==> src/rtl/icache_refill_axi_master_pkg.sv <==
// Shared types and constants for the instruction-cache refill AXI read master.
package icache_refill_axi_master_pkg;

  typedef enum logic [1:0] {
    ST_IDLE = 2'd0,
    ST_AR   = 2'd1,
    ST_R    = 2'd2,
    ST_DONE = 2'd3
  } state_t;

  localparam logic [1:0] BURST_INCR = 2'b01;
  localparam logic [2:0] SIZE_8B    = 3'b011;
  localparam logic [1:0] RESP_OKAY  = 2'b00;

  // Number of byte-offset bits inside one cache line of line_beats 64-bit beats.
  function automatic int line_offset_bits(input int line_beats);
    return $clog2(8 * line_beats);
  endfunction

endpackage

==> src/rtl/icache_refill_axi_master_if.sv <==
// Cache-side miss/refill handshakes plus the AXI AR/R channels of the refill master.
interface icache_refill_axi_master_if #(
  parameter int LINE_BEATS = 4
);
  // Every channel is valid/ready: a transfer happens on a rising clk edge where
  // both are high; once valid rises, it and its payload stay stable until that edge.
  logic                       miss_valid;
  logic                       miss_ready;
  logic [31:0]                miss_addr;

  logic                       refill_valid;
  logic                       refill_ready;
  logic [31:0]                refill_addr;
  logic [64*LINE_BEATS-1:0]   refill_data;
  logic                       refill_err;

  logic                       arvalid;
  logic                       arready;
  logic [31:0]                araddr;
  logic [3:0]                 arid;
  logic [7:0]                 arlen;
  logic [2:0]                 arsize;
  logic [1:0]                 arburst;

  logic                       rready;
  logic                       rvalid;
  logic [1:0]                 rresp;
  logic [63:0]                rdata;
  logic                       rlast;
  logic [3:0]                 rid;

  modport master (
    input  miss_valid, miss_addr, refill_ready, arready,
           rvalid, rresp, rdata, rlast, rid,
    output miss_ready, refill_valid, refill_addr, refill_data, refill_err,
           arvalid, araddr, arid, arlen, arsize, arburst, rready
  );

  modport slave (
    output miss_valid, miss_addr, refill_ready, arready,
           rvalid, rresp, rdata, rlast, rid,
    input  miss_ready, refill_valid, refill_addr, refill_data, refill_err,
           arvalid, araddr, arid, arlen, arsize, arburst, rready
  );

endinterface

==> src/rtl/icache_refill_axi_master.sv <==
// Issues one INCR read burst per I-cache miss, gathers the beats into a line
// buffer and returns the whole line with a sticky error flag.
module icache_refill_axi_master
  import icache_refill_axi_master_pkg::*;
#(
  parameter int         LINE_BEATS = 4,
  parameter logic [3:0] AXI_ID     = 4'h0
) (
  input  logic                              clk,
  input  logic                              rst,
  icache_refill_axi_master_if.master        bus,
  output state_t                            dbg_state
);

  localparam int OFF_BITS = line_offset_bits(LINE_BEATS);
  localparam int IW       = $clog2(LINE_BEATS);
  localparam int CW       = IW + 1;
  localparam logic [CW-1:0] BEATS_C = CW'(LINE_BEATS);
  localparam logic [CW-1:0] LAST_C  = CW'(LINE_BEATS - 1);

  state_t                   state;
  logic [CW-1:0]            cnt;
  logic                     err;
  logic [31:0]              line_addr;
  logic [63:0]              line_buf [LINE_BEATS];
  logic [64*LINE_BEATS-1:0] line_flat;

  logic miss_ready_q;
  logic arvalid_q;
  logic rready_q;
  logic refill_valid_q;

  always_ff @(posedge clk) begin
    if (rst) begin
      state          <= ST_IDLE;
      cnt            <= '0;
      err            <= 1'b0;
      line_addr      <= '0;
      miss_ready_q   <= 1'b1;
      arvalid_q      <= 1'b0;
      rready_q       <= 1'b0;
      refill_valid_q <= 1'b0;
      for (int i = 0; i < LINE_BEATS; i++) line_buf[i] <= '0;
    end else begin
      case (state)
        ST_IDLE: begin
          if (bus.miss_valid) begin
            line_addr    <= {bus.miss_addr[31:OFF_BITS], {OFF_BITS{1'b0}}};
            cnt          <= '0;
            err          <= 1'b0;
            miss_ready_q <= 1'b0;
            arvalid_q    <= 1'b1;
            state        <= ST_AR;
          end
        end
        ST_AR: begin
          if (bus.arready) begin
            arvalid_q <= 1'b0;
            rready_q  <= 1'b1;
            state     <= ST_R;
          end
        end
        ST_R: begin
          if (bus.rvalid) begin
            // Beats past the line are swallowed so the burst can still finish on rlast.
            if (cnt < BEATS_C) begin
              line_buf[cnt[IW-1:0]] <= bus.rdata;
              cnt                   <= cnt + 1'b1;
            end else begin
              err <= 1'b1;
            end
            if ((bus.rresp != RESP_OKAY) || (bus.rid != AXI_ID) ||
                (bus.rlast && (cnt != LAST_C))) begin
              err <= 1'b1;
            end
            if (bus.rlast) begin
              rready_q       <= 1'b0;
              refill_valid_q <= 1'b1;
              state          <= ST_DONE;
            end
          end
        end
        ST_DONE: begin
          if (bus.refill_ready) begin
            refill_valid_q <= 1'b0;
            miss_ready_q   <= 1'b1;
            state          <= ST_IDLE;
          end
        end
        default: state <= ST_IDLE;
      endcase
    end
  end

  always_comb begin
    line_flat = '0;
    for (int i = 0; i < LINE_BEATS; i++) line_flat[64*i +: 64] = line_buf[i];
  end

  assign bus.miss_ready   = miss_ready_q;
  assign bus.refill_valid = refill_valid_q;
  assign bus.refill_addr  = line_addr;
  assign bus.refill_data  = line_flat;
  assign bus.refill_err   = err;
  assign bus.arvalid      = arvalid_q;
  assign bus.araddr       = line_addr;
  assign bus.arid         = AXI_ID;
  assign bus.arlen        = 8'(LINE_BEATS - 1);
  assign bus.arsize       = SIZE_8B;
  assign bus.arburst      = BURST_INCR;
  assign bus.rready       = rready_q;
  assign dbg_state        = state;

endmodule

==> src/flat_wrapper.sv <==
// flat-port wrapper written by rule: the top's interface ports become plain ports
module icache_refill_axi_master_flat import icache_refill_axi_master_pkg::*;
#(
  parameter int         LINE_BEATS = 4,
  parameter logic [3:0] AXI_ID     = 4'h0
)
  (clk, rst, dbg_state, bus_miss_valid, bus_miss_addr, bus_refill_ready, bus_arready, bus_rvalid, bus_rresp, bus_rdata, bus_rlast, bus_rid, bus_miss_ready, bus_refill_valid, bus_refill_addr, bus_refill_data, bus_refill_err, bus_arvalid, bus_araddr, bus_arid, bus_arlen, bus_arsize, bus_arburst, bus_rready);
  icache_refill_axi_master_if #(.LINE_BEATS(LINE_BEATS)) bus_i ();
  input  logic clk;
  input  logic rst;
  output state_t dbg_state;
  input wire logic [$bits(bus_i.miss_valid)-1:0] bus_miss_valid;
  input wire logic [$bits(bus_i.miss_addr)-1:0] bus_miss_addr;
  input wire logic [$bits(bus_i.refill_ready)-1:0] bus_refill_ready;
  input wire logic [$bits(bus_i.arready)-1:0] bus_arready;
  input wire logic [$bits(bus_i.rvalid)-1:0] bus_rvalid;
  input wire logic [$bits(bus_i.rresp)-1:0] bus_rresp;
  input wire logic [$bits(bus_i.rdata)-1:0] bus_rdata;
  input wire logic [$bits(bus_i.rlast)-1:0] bus_rlast;
  input wire logic [$bits(bus_i.rid)-1:0] bus_rid;
  output wire logic [$bits(bus_i.miss_ready)-1:0] bus_miss_ready;
  output wire logic [$bits(bus_i.refill_valid)-1:0] bus_refill_valid;
  output wire logic [$bits(bus_i.refill_addr)-1:0] bus_refill_addr;
  output wire logic [$bits(bus_i.refill_data)-1:0] bus_refill_data;
  output wire logic [$bits(bus_i.refill_err)-1:0] bus_refill_err;
  output wire logic [$bits(bus_i.arvalid)-1:0] bus_arvalid;
  output wire logic [$bits(bus_i.araddr)-1:0] bus_araddr;
  output wire logic [$bits(bus_i.arid)-1:0] bus_arid;
  output wire logic [$bits(bus_i.arlen)-1:0] bus_arlen;
  output wire logic [$bits(bus_i.arsize)-1:0] bus_arsize;
  output wire logic [$bits(bus_i.arburst)-1:0] bus_arburst;
  output wire logic [$bits(bus_i.rready)-1:0] bus_rready;
  assign bus_i.miss_valid = bus_miss_valid;
  assign bus_i.miss_addr = bus_miss_addr;
  assign bus_i.refill_ready = bus_refill_ready;
  assign bus_i.arready = bus_arready;
  assign bus_i.rvalid = bus_rvalid;
  assign bus_i.rresp = bus_rresp;
  assign bus_i.rdata = bus_rdata;
  assign bus_i.rlast = bus_rlast;
  assign bus_i.rid = bus_rid;
  assign bus_miss_ready = bus_i.miss_ready;
  assign bus_refill_valid = bus_i.refill_valid;
  assign bus_refill_addr = bus_i.refill_addr;
  assign bus_refill_data = bus_i.refill_data;
  assign bus_refill_err = bus_i.refill_err;
  assign bus_arvalid = bus_i.arvalid;
  assign bus_araddr = bus_i.araddr;
  assign bus_arid = bus_i.arid;
  assign bus_arlen = bus_i.arlen;
  assign bus_arsize = bus_i.arsize;
  assign bus_arburst = bus_i.arburst;
  assign bus_rready = bus_i.rready;
  icache_refill_axi_master #(.LINE_BEATS(LINE_BEATS), .AXI_ID(AXI_ID)) u_core (.clk(clk), .rst(rst), .bus(bus_i), .dbg_state(dbg_state));
endmodule
==> config.mk <==
export PLATFORM = sky130hd
export DESIGN_NAME = icache_refill_axi_master_flat
export DESIGN_NICKNAME = d
export VERILOG_FILES = /design/src/rtl/icache_refill_axi_master_pkg.sv /design/src/rtl/icache_refill_axi_master_if.sv /design/src/rtl/icache_refill_axi_master.sv /design/src/flat_wrapper.sv
export SDC_FILE = /design/constraint.sdc
export NUM_CORES = 1
export LEC_CHECK = 0
export CAP_MARGIN = 0
export CORE_AREA = 5 5 171 173
export DETAILED_ROUTE_END_ITERATION = 10
export DIE_AREA = 0 0 176 178
export DONT_BUFFER_PORTS = 1
export PLACE_DENSITY_LB_ADDON = 0.12
export SLEW_MARGIN = 25
export SYNTH_ARGS = -nofsm -noshare
export SYNTH_HDL_FRONTEND = slang
export SYNTH_SLANG_ARGS = --single-unit
==> constraint.sdc <==
create_clock -name clk -period 5.5 [get_ports clk]
set_clock_uncertainty 0.15 [all_clocks]
set_input_delay 0.55 -clock clk [delete_from_list [all_inputs] [get_ports clk]]
set_output_delay 0.55 -clock clk [all_outputs]
set_load 0.01 [all_outputs]
# After elaboration in Yosys (flattened, before gate mapping)
# Memory sizes are Yosys's and may differ from the RTL's.
# Cells that the tools add are included.
# Widths: inputs -> output; s select.
# op_classes
muxes	38
n_eq_ne	11
reduce_logical	20
addsub	1
magnitude_cmp	1
# op_table
operator	count
$mux 64	1
$reduce_or 64->1	1
$mux 1	21
$reduce_and 4->1	4
$mux 2	6
$reduce_bool 2->1	6
$ne 2x2->1 const B	5
$pmux 1 s2	5
$mux 3	3
$pmux 2 s4	1
$pmux 3 s2	1
$reduce_and 3->1	2
$reduce_and 5->1	1
$eq 2x2->1 const B	2
$reduce_bool 4->1	1
$add 3x1->3 const B	1
$lt 3x3->1 const B	1
$ne 3x2->1 const B	1
$ne 3x3->1 const B	1
$eq 2x1->1 const B	1
$logic_not 2->1	1
$logic_or 1x1->1	2
$ne 2x1->1 const B	1
$reduce_and 2->1	1
$logic_and 1x1->1	1
# word_totals
out_inout_bits	344
mem_count	1
ff_bits	37
word_cells	80
ram_bits	256
# memory_table
name	depth	width	read_ports	rd_ports_with_merged_regs	write_ports	line	text
u_core.line_buf	4	64	4	0	4	icache_refill_axi_master.sv:25	logic [63:0] line_buf [LINE_BEATS];

# Longest topological paths before layout
# Gate-level depths: netlist of run 1.
# logic_depth
word_depth	8
ltp_mapped	8
depth_no_buf	6

# Worst setup path before layout of run 1
# Ideal clock, no wire load.
# synth_path
path_kind	input to register
from	input rst
to	memory u_core.line_buf[1][0], enable pin
path_stages	3
t_arrival_ps	2478
n_path_buf	2
t_required_ps	4925
path_slack_ps	2446
cell_sequence	clkbuf_1 > clkbuf_1 > a41o_1
# synth_lines
item	line	text
from (decl)	flat_wrapper.sv:10	input logic rst;
to (decl)	icache_refill_axi_master.sv:25	

==> tab_implementation.tex, run 1 <==
\begin{tabular}{lr}
\hline
Metric & Value \\
\hline
\multicolumn{2}{l}{\textbf{Status}} \\
Run status & finished, final reports clean \\
\multicolumn{2}{l}{\textbf{STA}} \\
Worst Slack Setup Final & 2.31 ns \\
Total negative slack for setup checks & 0 ns \\
Part of the cycle the worst path needs & 0.580 \\
Worst slew margin & 0.365 \\
Actual slew at the worst max-slew pin & about 0.95 ns \\
Fin. Hold Viols & 0 \\
Unrepaired setup endpoints after global routing & false \\
Count of pins over their slew limit & 0 \\
Worst hold-check slack & between 0.05 and 0.06 ns \\
Fmax & between 300 and 400 MHz \\
Final number of setup-violating endpoints & 0 \\
Minimum period implied by the final worst setup slack & about 3.2 ns \\
\multicolumn{2}{l}{\textbf{Setup path}} \\
CP Launch Point & u\_core.dbg\_state[0]\$\_SDFFE\_PP0P\_ \\
Crit-path max FO & 33 \\
CP startpoint kind & register \\
Critical Path AT & about 3.2 ns \\
Beginning of the worst register-to-register path & u\_core.dbg\_state[0]\$\_SDFFE\_PP0P\_ \\
Classification of the worst setup path & register to register \\
Ordered list of cells on the worst path & inv\_1 > ha\_1 > and2b\_1 > a41o\_2 > buf\_4 \\
Buf+Inv Stages, Crit Path & 2 \\
Element type at the critical path end & register \\
Required arrival time at the worst endpoint & between 5 and 6 ns \\
Slowest library cell on the worst path & a41o\_2 \\
Cell class contributing the biggest share of worst-path delay & compound AO/OA/AOI/OAI gates \\
Max stage delay on crit path & slightly below 0.8 ns \\
\multicolumn{2}{l}{\textbf{Clock network}} \\
Number of gates given a new drive strength after cts & 0 \\
Root Buffer & clkbuf\_16 \\
CTS buffer count & 29 \\
Clock slew seen by the registers of the worst setup and hold paths & approximately 0.060 ns \\
Clock latency reported for the late side of the worst-skew pair & approximately 0.53 ns \\
Number of sinks on the clock net & 293 \\
Clock tree from TritonCTS & done \\
H-tree levels & 1 \\
Setup bufs post-CTS & 0 \\
Deepest clock path buffer count & 3 \\
\multicolumn{2}{l}{\textbf{Global routing}} \\
Antenna violations before repair & 0 \\
Vias in the first global route & 5,881 \\
Wire length of the first global-routing pass & between 40,000 and 50,000 um \\
Pin count of the biggest net entering global routing & 65 \\
Aggregate global routing overflow & 0 \\
Gr usage total & 0.180 \\
\multicolumn{2}{l}{\textbf{Placed design}} \\
Dpl cells & about 1,100 \\
Setup slack at placement & roughly 2.3 ns \\
Estimated wirelength of the detail-placed design & between 15,000 and 20,000 um \\
Port buffer count & 0 \\
Final weighted congestion of routability-driven global placement & around 0.8 \\
Cell area after placement & 11,500 sq um \\
\multicolumn{2}{l}{\textbf{Floorplanning}} \\
Die X-Extent & $\sim$180 um \\
Die Span Y & 178 um \\
Core Rows & a little over 60 \\
I/O pin total & 453 \\
Placeable core region & about 27,000 sq um \\
Initial standard-cell utilization of the core & 0.416 \\
Area of the die & between 30,000 and 40,000 sq um \\
\multicolumn{2}{l}{\textbf{Synthesis}} \\
Register bit count reported by yosys & slightly below 300 \\
Share of the synthesized area in compound gates (AO/OA/AOI/OAI) & 0.0244 \\
Ys Warns & 0 \\
Dominant cell by count in the synthesized netlist & and2\_1 \\
Mean area per synthesized cell & 14.3 sq um \\
Mapped Area & between 10,000 and 15,000 sq um \\
Ys flop type & edfxtp\_1 \\
Most numerous cell types in the synthesized netlist & and2\_1 (257), edfxtp\_1 (256), nand2\_1 (60) \\
Dominant combinational cell family by area after synthesis & simple AND/OR/NAND/NOR gates \\
Number of cells produced by synthesis & 798 \\
Share of Yosys cell area claimed by the top area cell type & 0.672 \\
Area contributors post-synth & edfxtp\_1 (67\%), and2\_1 (14\%), dfxtp\_1 (6.5\%) \\
Library cell occupying the most area in the post-synthesis netlist & edfxtp\_1 \\
Fraction of the mapped netlist area in adder cells & 0.00766 \\
Area share of xor/xnor cells in the synthesized design & 0 \\
Mux contribution to synthesized area & 0.00263 \\
Share of flip-flops with an asynchronous set or reset & 0 \\
Number of flops mapped to enable cells by yosys & 256 \\
Share of synthesized cell area in and, or, nand and nor gates & 0.175 \\
Fraction of the yosys area taken by sequential cells & 0.737 \\
Count of different cell masters after synthesis & 34 \\
\multicolumn{2}{l}{\textbf{Power}} \\
Maximum VDD drop & roughly 0.24 mV \\
Sequential share of power & 0.559 \\
Power per cell area & between 400 and 500 nW/um\^{}2 \\
Part of the power in the clock network & 0.358 \\
Part of the power in combinational logic & 0.083 \\
Cell internal power dissipation & 3.80 mW \\
Design Power & $\sim$5 mW \\
Proportion of total power due to net switching & 0.257 \\
Cell leakage power & 4.71 nW \\
Switching Power & around 1.3 mW \\
\multicolumn{2}{l}{\textbf{Flow run}} \\
Number of max-cap violations & 0 \\
\multicolumn{2}{l}{\textbf{Layout}} \\
Proportion of layout cells with a drive suffix above 1 & 0.0698 \\
Final non-filler cell total & 1,163 \\
Count of nets after finishing & approximately 900 \\
Final instance area & 12,700 sq um \\
Antenna diode instance count & 0 \\
Number of fill cells in the layout & 2,384 \\
Fin util & 0.461 \\
Area grow syn2layout & 10.9\% \\
\multicolumn{2}{l}{\textbf{Routing}} \\
Average via count per standard cell & 5.05 \\
Drt first-iter violations & between 300 and 400 \\
Routed length per placed instance & about 26 um \\
DRC Markers & 0 \\
Post-route antenna net violation count & 0 \\
First drt pass iteration count & 4 \\
Drt total wl & 29,700 um \\
Total number of vias & $\sim$5,900 \\
\multicolumn{2}{l}{\textbf{Worst hold path}} \\
Hold\_sp & bus\_rvalid \\
Path category of the worst min-delay check & primary input to register \\
\hline
\end{tabular}
final timing paths:
| path | to | slack [ns] | depth (start not counted) |
|---|---|---|---|
| worst max-delay path | u_core.line_buf[1][55]$_SDFFCE_PN0P_ | 2.31 | 5 |
| worst min-delay path | u_core.cnt[2]$_SDFFE_PP0P_ | 0.05 | 2 |
| worst max register to register | u_core.line_buf[1][55]$_SDFFCE_PN0P_ | 2.31 | 5 |
| worst min register to register | u_core.cnt[2]$_SDFFE_PP0P_ | 0.36 | 2 |
placed cells by master, fill, tap and decap left out, types with 2 or more instances in the layout:
cell	instances
dlygate4sd3_1	27
a41o_2	2
nor2b_1	5
clkbuf_8	2
conb_1	27
edfxtp_1	256
o21ai_0	4
nand2b_1	4
clkbuf_1	9
a21oi_1	37
buf_4	6
nor2_1	3
or2_4	2
mux2i_1	3
inv_1	4
buf_16	2
buf_12	2
clkinv_1	7
clkinv_2	4
a211oi_1	2
clkbuf_16	29
dfxtp_1	37
and2_1	257
nand2_1	60
nor3_2	2
ha_1	7
power by group through the flow:
stage / clock network (mW) / logic (mW) / registers, mW
after floorplan: 0 / 0.393 / 2.81
after global placement: 0 / 0.384 / 2.91
after detailed placement: 0 / 0.406 / 2.91
after CTS: 1.87 / 0.429 / 2.86
after global routing: 1.97 / 0.482 / 2.87
final: 1.83 / 0.425 / 2.85
sequential cells by signal (all words and copies together) (netlist names):
signal,cells
u_core.bus.araddr,27
u_core.cnt,3
u_core.dbg_state,2
u_core.bus.refill_err,1
u_core.bus.miss_ready,1
u_core.bus.refill_valid,1
u_core.bus.rready,1
u_core.line_buf,256
u_core.bus.arvalid,1
worst register-to-register path, stage by stage (launching register included):
cell and delay [ns]:
dfxtp_1 0.39, inv_1 0.14, ha_1 0.44, and2b_1 0.29
a41o_2 0.80, buf_4 0.60
cell type report:
| type | instances | area, sq um | share of cell area |
|---|---|---|---|
| clock buffer | 40 | 787 | 0.0621 |
| multi-input combinational | 430 | 2520 | 0.199 |
| timing repair buffer | 37 | 410 | 0.0324 |
| inverter | 5 | 18.8 | 0.00148 |
| clock inverter | 12 | 80.1 | 0.00632 |
| sequential | 293 | 8430 | 0.665 |
| tap | 346 | 433 | 0.0341 |
cells by family after synthesis:
family | count (synthesis)
buffers and inverters | 100
other | 2
AND/OR/NAND/NOR | 344
adder cells (fa/ha/maj) | 7
flip-flops | 293
AO/OA/AOI/OAI | 49
multiplexers | 3
layer usage:
layer	global-route usage	vias up	part of all wire
met4	0.0487	0	0.025
li1	-	2640	-
met3	0.0623	50	0.095
met2	0.326	348	0.53
met5	0	-	0
met1	0.202	2831	0.35
timing repair:
action,CTS,global route
endpoints found under the setup margin,0,0
hold buffers,28,0
endpoints found under the hold margin,36,0
(Power assumes the default switching activity.)
==> run 2, diff against run 1 <==
==> constraint.sdc (replaced) <==
create_clock -name clk -period 2.6 [get_ports clk]
set_clock_uncertainty 0.15 [all_clocks]
set_input_delay 0.26 -clock clk [delete_from_list [all_inputs] [get_ports clk]]
set_output_delay 0.26 -clock clk [all_outputs]
set_load 0.01 [all_outputs]
==> run 2 against run 1 <==
  * Fmax increased by 31%
  * Core utilization increased by 3.4 points
  * Highest routed layer is now met5
  * Setup slack got worse by 2.2 ns
  * Die area unchanged
  * Count of clock-buffer cells in the layout decreased by 3
  * Largest cell class unchanged
  * Worst hold slack about the same
  * Non-clock buffer count increased by 90
  * Critical endpoint is now u_core.dbg_state[1]$_SDFFE_PP0P_
  * Register-to-register slack got worse by 2.2 ns
  * Largest power group unchanged
  * Final cell count increased by 8.1%
  * Design area increased by 7.5%
  * Total power increased by 120%
  * Critical path depth increased by 3
==> tab_implementation.tex, run 2 (same netlist as run 1, synthesis figures left out) <==
\begin{tabular}{lr}
\hline
Metric & Value \\
\hline
\multicolumn{2}{l}{\textbf{Layout}} \\
Area grow syn2layout & 19.1\% \\
Max FFs per register & 256 (unchanged) \\
Proportion of layout cells with a drive suffix above 1 & 0.0757 (+0.00597) \\
Register name with the most flops & u\_core.line\_buf \\
Most used cells in the layout excluding fill and tap cells & and2\_1 (257), edfxtp\_1 (256), dlygate4sd3\_1 (109) \\
Commonest non-fill, non-tap cell in the layout & and2\_1 \\
Number of fill cells in the layout & 2,307 (-3.2\%) \\
Antenna diode instance count & 0 (unchanged) \\
Count of nets after finishing & 1,004 (+10\%) \\
Final non-filler cell total & 1,257 (+8.1\%) \\
\multicolumn{2}{l}{\textbf{Setup path}} \\
Buf+Inv Stages, Crit Path & 3 (+1) \\
Element type at the critical path end & register \\
CP startpoint kind & register \\
Slowest library cell on the worst path & dlygate4sd3\_1 \\
Critical Path AT & 2.74 ns (-0.47 ns) \\
Required arrival time at the worst endpoint & 2.90 ns (-2.62 ns) \\
Cell class contributing the biggest share of worst-path delay & buffers and inverters \\
Ordered list of cells on the worst path & buf\_4 > inv\_1 > ha\_2 > nor2b\_1 > a2111oi\_4 > mux2i\_1 > nor2\_1 > dlygate4sd3\_1 \\
Classification of the worst setup path & register to register \\
Max stage delay on crit path & 0.55 ns (-0.24 ns) \\
Number of cells on the worst reg-to-reg path & 8 (+3) \\
Total number of cells along the worst setup path & 8 (+3) \\
Crit-path max FO & 6 (-82\%) \\
\multicolumn{2}{l}{\textbf{Routing}} \\
Routed length per placed instance & 24.2 um (-5.3\%) \\
Drt first-iter violations & 378 (+14\%) \\
Drt total wl & 30,400 um (+2.3\%) \\
DRC Markers & 0 (unchanged) \\
Average via count per standard cell & 5.03 (-0.37\%) \\
Post-route antenna net violation count & 0 (unchanged) \\
First drt pass iteration count & 5 (+1) \\
Total number of vias & 6,320 (+7.7\%) \\
\multicolumn{2}{l}{\textbf{Worst hold path}} \\
Hold path depth & 1 (-1) \\
Path category of the worst min-delay check & primary input to register \\
\multicolumn{2}{l}{\textbf{Clock network}} \\
Setup bufs post-CTS & 0 (unchanged) \\
Root Buffer & clkbuf\_16 \\
Clock latency reported for the late side of the worst-skew pair & 0.56 ns (+0.03 ns) \\
Clock tree from TritonCTS & done \\
Number of sinks on the clock net & 293 (unchanged) \\
Clock slew seen by the registers of the worst setup and hold paths & 0.06 ns (about the same) \\
H-tree levels & 1 (unchanged) \\
CTS buffer count & 31 (+6.9\%) \\
Deepest clock path buffer count & 3 (unchanged) \\
\multicolumn{2}{l}{\textbf{STA}} \\
Count of pins over their slew limit & 0 (unchanged) \\
Unrepaired setup endpoints after global routing & false \\
Fmax & 409 MHz (+31\%) \\
Worst Slack Setup Final & 0.155 ns (-2.15 ns) \\
Final number of setup-violating endpoints & 0 (unchanged) \\
Minimum period implied by the final worst setup slack & 2.44 ns (-0.746 ns) \\
Worst slew margin & 0.501 (+0.137) \\
Part of the cycle the worst path needs & 0.940 (+0.360) \\
Actual slew at the worst max-slew pin & 0.748 ns (-0.203 ns) \\
Fin. Hold Viols & 0 (unchanged) \\
Total negative slack for setup checks & 0 ns (unchanged) \\
\multicolumn{2}{l}{\textbf{Global routing}} \\
Wire length of the first global-routing pass & 43,200 um (+3.3\%) \\
Global Route met1 Usage & 0.200 (-0.00144) \\
Pin count of the biggest net entering global routing & 65 (unchanged) \\
Met2 capacity usage during global routing & 0.337 (+0.0109) \\
Gr usage total & 0.183 (+0.00349) \\
Met3 track demand over resource in global routing & 0.0577 (-0.00466) \\
Aggregate global routing overflow & 0 (unchanged) \\
Vias in the first global route & 6,483 (+10\%) \\
Most congested layer reported by global routing & met2 \\
Antenna violations before repair & 2 (+2) \\
\multicolumn{2}{l}{\textbf{Placed design}} \\
Dpl cells & 1,091 (+0.83\%) \\
Setup slack at placement & 0.316 ns (-1.95 ns) \\
Port buffer count & 0 (unchanged) \\
Final weighted congestion of routability-driven global placement & 0.815 (+1.8\%) \\
Estimated wirelength of the detail-placed design & 19,400 um (-0.64\%) \\
\multicolumn{2}{l}{\textbf{Floorplanning}} \\
I/O pin total & 453 (unchanged) \\
Area of the die & 31,300 sq um (unchanged) \\
Core Rows & 61 (unchanged) \\
Die Span Y & 178 um (unchanged) \\
Die X-Extent & 176 um (unchanged) \\
Initial standard-cell utilization of the core & 0.416 (unchanged) \\
Placeable core region & 27,500 sq um (unchanged) \\
\multicolumn{2}{l}{\textbf{Flow run}} \\
Number of max-cap violations & 0 (unchanged) \\
\multicolumn{2}{l}{\textbf{Power}} \\
Power per cell area & 816 nW/um\^{}2 (+100\%) \\
Cell leakage power & 5.13 nW (+8.8\%) \\
Maximum VDD drop & 0.548 mV (+130\%) \\
Design Power & 11.1 mW (+120\%) \\
\multicolumn{2}{l}{\textbf{Status}} \\
Run status & finished, final reports clean \\
\hline
\end{tabular}
[run 2: changes by cell type in the layout (fill, tap and decap cells not counted), sizes merged]
| cell | before | now |
|---|---|---|
| buf | 10 | 18 |
| bufinv | 1 | 0 |
| clkbuf | 40 | 37 |
| clkinv | 11 | 15 |
| clkinvlp | 1 | 3 |
| dlygate4sd3 | 27 | 109 |
| inv | 4 | 6 |
[run 2: worst reg2reg max path, delay by kind of cell (launching register included)]
kind	cells	cell delay, ns
AOI/OAI and AO/OA	1	0.37
buffers and inverters	3	0.78
DFF	1	0.33
adders and majority gates	1	0.22
muxes	1	0.23
and+or+nand+nor	2	0.25
[run 2: layout make-up]
type                    instances  area [sq um]  area share
repair buffers                127          1310      0.0964
multi-input cells             430          2540       0.186
clock buffers                  37           798      0.0586
flip-flops and latches        293          8430       0.619
inverters                       5          18.8     0.00138
clock inverters                19          95.1     0.00698
well taps                     346           433      0.0318
[run 2: metrics by stage]
stage | cell area, sq um | hold WS (ns) | utilization
final | 13600 | 0.0509 | 0.496
after detailed placement | 11600 | 0.195 | 0.422
after CTS | 13600 | 0.0364 | 0.495
after global placement | 11600 | 0.193 | 0.422
after floorplan | 11500 | 0.246 | -
after global routing | 13600 | 0.0641 | 0.496
[run 2: what timing repair did]
action / CTS / global route
endpoints found under the hold margin: 293 / 0
setup endpoints to repair: 0 / 2
resized for setup: 0 / 2
hold buffers: 110 / 0
[run 2: path summary, 6_finish.rpt]
path | startpoint | end | slack, ns
worst max-delay path | u_core.dbg_state[1]$_SDFFE_PP0P_ | u_core.dbg_state[1]$_SDFFE_PP0P_ | 0.16
worst min-delay path | rst | u_core.line_buf[0][59]$_SDFFCE_PN0P_ | 0.05
worst max register to register | u_core.dbg_state[1]$_SDFFE_PP0P_ | u_core.dbg_state[1]$_SDFFE_PP0P_ | 0.16
worst min register to register | u_core.cnt[2]$_SDFFE_PP0P_ | u_core.cnt[2]$_SDFFE_PP0P_ | 0.37
[run 2: per-layer routing]
metal / part of all wire / vias up / wire length [um]
li1: - / 2827 / -
met1: 0.36 / 3072 / 10800
met2: 0.53 / 363 / 16000
met3: 0.087 / 54 / 2630
met4: 0.030 / 4 / 910
met5: 0.00089 / - / 27
[run 2: power breakdown]
part / switching, mW / internal, mW / leakage (nW)
clock network: 1.74 / 2.17 / 0.430
registers: 0.487 / 5.53 / 2.95
logic: 0.701 / 0.497 / 1.75
==> run 3, diff against run 2 <==
--- a/config.mk
+++ b/config.mk
@@ -7,6 +7,7 @@
 export LEC_CHECK = 0
 export CAP_MARGIN = 0
 export CORE_AREA = 5 5 171 173
+export CTS_BUF_LIST = sky130_fd_sc_hd__clkbuf_16
 export DETAILED_ROUTE_END_ITERATION = 10
 export DIE_AREA = 0 0 176 178
 export DONT_BUFFER_PORTS = 1
==> run 3 against run 2 <==
  * Register-to-register slack about the same
  * Core utilization hardly changed
  * Final cell count hardly changed
  * Total power down 0.23%
  * First-iteration DRC count grew 5.0%
  * Worst hold slack improved by 0.0013 ns
  * Sequential cell count did not move
  * Design area hardly changed
  * Via count shrank 0.43%
  * Critical endpoint unchanged
  * Largest cell class unchanged
  * Highest routed layer unchanged
==> tab_implementation.tex, run 3 (same netlist as run 1, synthesis figures left out) <==
\begin{tabular}{lr}
\hline
Metric & Value \\
\hline
\multicolumn{2}{l}{\textbf{Floorplanning}} \\
Area of the die & 31,300 sq um (unchanged) \\
Die Span Y & 178 um (unchanged) \\
I/O pin total & 453 (unchanged) \\
Die X-Extent & 176 um (unchanged) \\
Initial standard-cell utilization of the core & 0.416 (unchanged) \\
Placeable core region & 27,500 sq um (unchanged) \\
Core Rows & 61 (unchanged) \\
\multicolumn{2}{l}{\textbf{Routing}} \\
First drt pass iteration count & 6 (+1) \\
Post-route antenna net violation count & 0 (unchanged) \\
Drt total wl & 30,400 um (about the same) \\
Routed wire length on met3 & 2600 um (-1.3\%) \\
Average via count per standard cell & 5.00 (-0.51\%) \\
Routed length per placed instance & 24.2 um (about the same) \\
Met1 wire length & 10,900 um (+1.1\%) \\
Drt first-iter violations & 397 (+5.0\%) \\
Top Metal Used & met5 \\
Met2 wire len & 16,000 um (-0.31\%) \\
Total number of vias & 6,293 (-0.43\%) \\
DRC Markers & 0 (unchanged) \\
\multicolumn{2}{l}{\textbf{Layout}} \\
Most used cells in the layout excluding fill and tap cells & and2\_1 (257), edfxtp\_1 (256), dlygate4sd3\_1 (109) \\
Commonest non-fill, non-tap cell in the layout & and2\_1 \\
Count of nets after finishing & 1,004 (unchanged) \\
Register name with the most flops & u\_core.line\_buf \\
Proportion of layout cells with a drive suffix above 1 & 0.0757 (unchanged) \\
Area grow syn2layout & 19.1\% (about the same) \\
Final non-filler cell total & 1,258 (+0.080\%) \\
Max FFs per register & 256 (unchanged) \\
\multicolumn{2}{l}{\textbf{STA}} \\
Worst hold-check slack & 0.0522 ns (+0.00127 ns) \\
Count of pins over their slew limit & 0 (unchanged) \\
Worst slew margin & 0.511 (+0.00959) \\
Unrepaired setup endpoints after global routing & false \\
Actual slew at the worst max-slew pin & 0.734 ns (-0.0144 ns) \\
Fin. Hold Viols & 0 (unchanged) \\
Part of the cycle the worst path needs & 0.942 (+0.00133) \\
Minimum period implied by the final worst setup slack & 2.45 ns (+0.00345 ns) \\
Fmax & 409 MHz (-0.14\%) \\
Final number of setup-violating endpoints & 0 (unchanged) \\
\multicolumn{2}{l}{\textbf{Placed design}} \\
Estimated wirelength of the detail-placed design & 19,400 um (unchanged) \\
Port buffer count & 0 (unchanged) \\
Dpl cells & 1,091 (unchanged) \\
Final weighted congestion of routability-driven global placement & 0.815 (unchanged) \\
\multicolumn{2}{l}{\textbf{Worst hold path}} \\
Worst min-delay path endpoint & u\_core.line\_buf[0][59]\$\_SDFFCE\_PN0P\_ \\
Path category of the worst min-delay check & primary input to register \\
Hold path depth & 1 (unchanged) \\
Hold\_sp & rst \\
\multicolumn{2}{l}{\textbf{Global routing}} \\
Gr usage total & 0.183 (unchanged) \\
Aggregate global routing overflow & 0 (unchanged) \\
Vias in the first global route & 6,483 (unchanged) \\
Wire length of the first global-routing pass & 43,200 um (unchanged) \\
Antenna violations before repair & 2 (unchanged) \\
Pin count of the biggest net entering global routing & 65 (unchanged) \\
\multicolumn{2}{l}{\textbf{Clock network}} \\
H-tree levels & 1 (unchanged) \\
Clock latency reported for the late side of the worst-skew pair & 0.56 ns (about the same) \\
CTS buffer count & 31 (unchanged) \\
Deepest clock path buffer count & 3 (unchanged) \\
Clock slew seen by the registers of the worst setup and hold paths & 0.06 ns (about the same) \\
Root Buffer & clkbuf\_16 \\
Number of sinks on the clock net & 293 (unchanged) \\
Clock tree from TritonCTS & done \\
\multicolumn{2}{l}{\textbf{Power}} \\
Maximum VDD drop & 0.543 mV (-0.80\%) \\
Cell leakage power & 5.15 nW (+0.49\%) \\
Design Power & 11.1 mW (-0.23\%) \\
Power per cell area & 814 nW/um\^{}2 (-0.24\%) \\
\multicolumn{2}{l}{\textbf{Setup path}} \\
Beginning of the worst register-to-register path & u\_core.dbg\_state[1]\$\_SDFFE\_PP0P\_ \\
Worst reg-to-reg setup slack & 0.15 ns (about the same) \\
Terminus of the critical flop-to-flop path & u\_core.dbg\_state[1]\$\_SDFFE\_PP0P\_ \\
Required arrival time at the worst endpoint & 2.89 ns (about the same) \\
Element type at the critical path end & register \\
Number of cells on the worst reg-to-reg path & 8 (unchanged) \\
Crit-path max FO & 6 (unchanged) \\
CP startpoint kind & register \\
Classification of the worst setup path & register to register \\
Critical Path AT & 2.74 ns (about the same) \\
\multicolumn{2}{l}{\textbf{Status}} \\
Run status & finished, final reports clean \\
\multicolumn{2}{l}{\textbf{Flow run}} \\
Number of max-cap violations & 0 (unchanged) \\
\hline
\end{tabular}
run 3: cell types whose count changed in the layout (fill, tap and decap cells not counted):
| cell | change |
|---|---|
| clkbuf_1 | -6 |
| diode_2 | +1 |
| inv_1 | +6 |
run 3: worst max-delay path: stages, from the launching register on:
cell,delay (ns)
dfxtp_1,0.33
buf_4,0.15
inv_1,0.08
ha_2,0.22
nor2b_1,0.18
a2111oi_4,0.37
mux2i_1,0.23
nor2_1,0.06
dlygate4sd3_1,0.55
run 3: report_power, final:
group	internal [mW]	switching, mW	total [mW]	leakage [nW]
clock network	2.15	1.74	3.89	0.455
logic	0.497	0.701	1.20	1.75
registers	5.53	0.488	6.01	2.95
run 3: layer usage:
metal,track usage,vias up
li1,-,2830
met1,0.200,3066
met2,0.337,343
met3,0.0577,52
met4,0.0617,2
met5,0,-
run 3: timing repair:
| item | CTS | global route |
|---|---|---|
| setup endpoints to repair | 0 | 2 |
| endpoints found under the hold margin | 293 | 0 |
| gates resized for setup | 0 | 2 |
| hold buffers | 110 | 0 |
| buffers inserted | 0 | 0 |
run 3: final cells by class:
type	count	area (sq um)
antenna	1	2.50
timing repair buffer	127	1310
clock buffer	31	776
sequential	293	8430
inverter	5	18.8
multi-input combinational	430	2540
tap	346	433
fill	2307	13900
clock inverter	25	118
run 3: how the worst max path moves through the flow:
stage | from | to | slack, ns | depth (start not counted)
final | u_core.dbg_state[1]$_SDFFE_PP0P_ | u_core.dbg_state[1]$_SDFFE_PP0P_ | 0.15 | 8
after global routing | u_core.dbg_state[1]$_SDFFE_PP0P_ | u_core.dbg_state[0]$_SDFFE_PP0P_ | 0.008 | 8
after CTS | u_core.dbg_state[1]$_SDFFE_PP0P_ | u_core.dbg_state[0]$_SDFFE_PP0P_ | 0.02 | 8
after detailed placement | u_core.dbg_state[0]$_SDFFE_PP0P_ | u_core.line_buf[0][7]$_SDFFCE_PN0P_ | 0.32 | 7
after global placement | u_core.dbg_state[0]$_SDFFE_PP0P_ | u_core.line_buf[2][19]$_SDFFCE_PN0P_ | 0.33 | 7
after floorplan | u_core.dbg_state[0]$_SDFFE_PP0P_ | u_core.line_buf[1][0]$_SDFFCE_PN0P_ | -0.38 | 4
run 3: stage by stage:
step | worst slack (ns) | util | setup TNS, ns | cell area [sq um]
floorplan | -0.378 | - | -61.73 | 11500
finish | 0.152 | 0.496 | 0 | 13600
global route | 0.00755 | 0.496 | 0 | 13600
CTS | 0.0208 | 0.495 | 0 | 13600
detailed placement | 0.316 | 0.422 | 0 | 11600
global placement | 0.334 | 0.422 | 0 | 11600
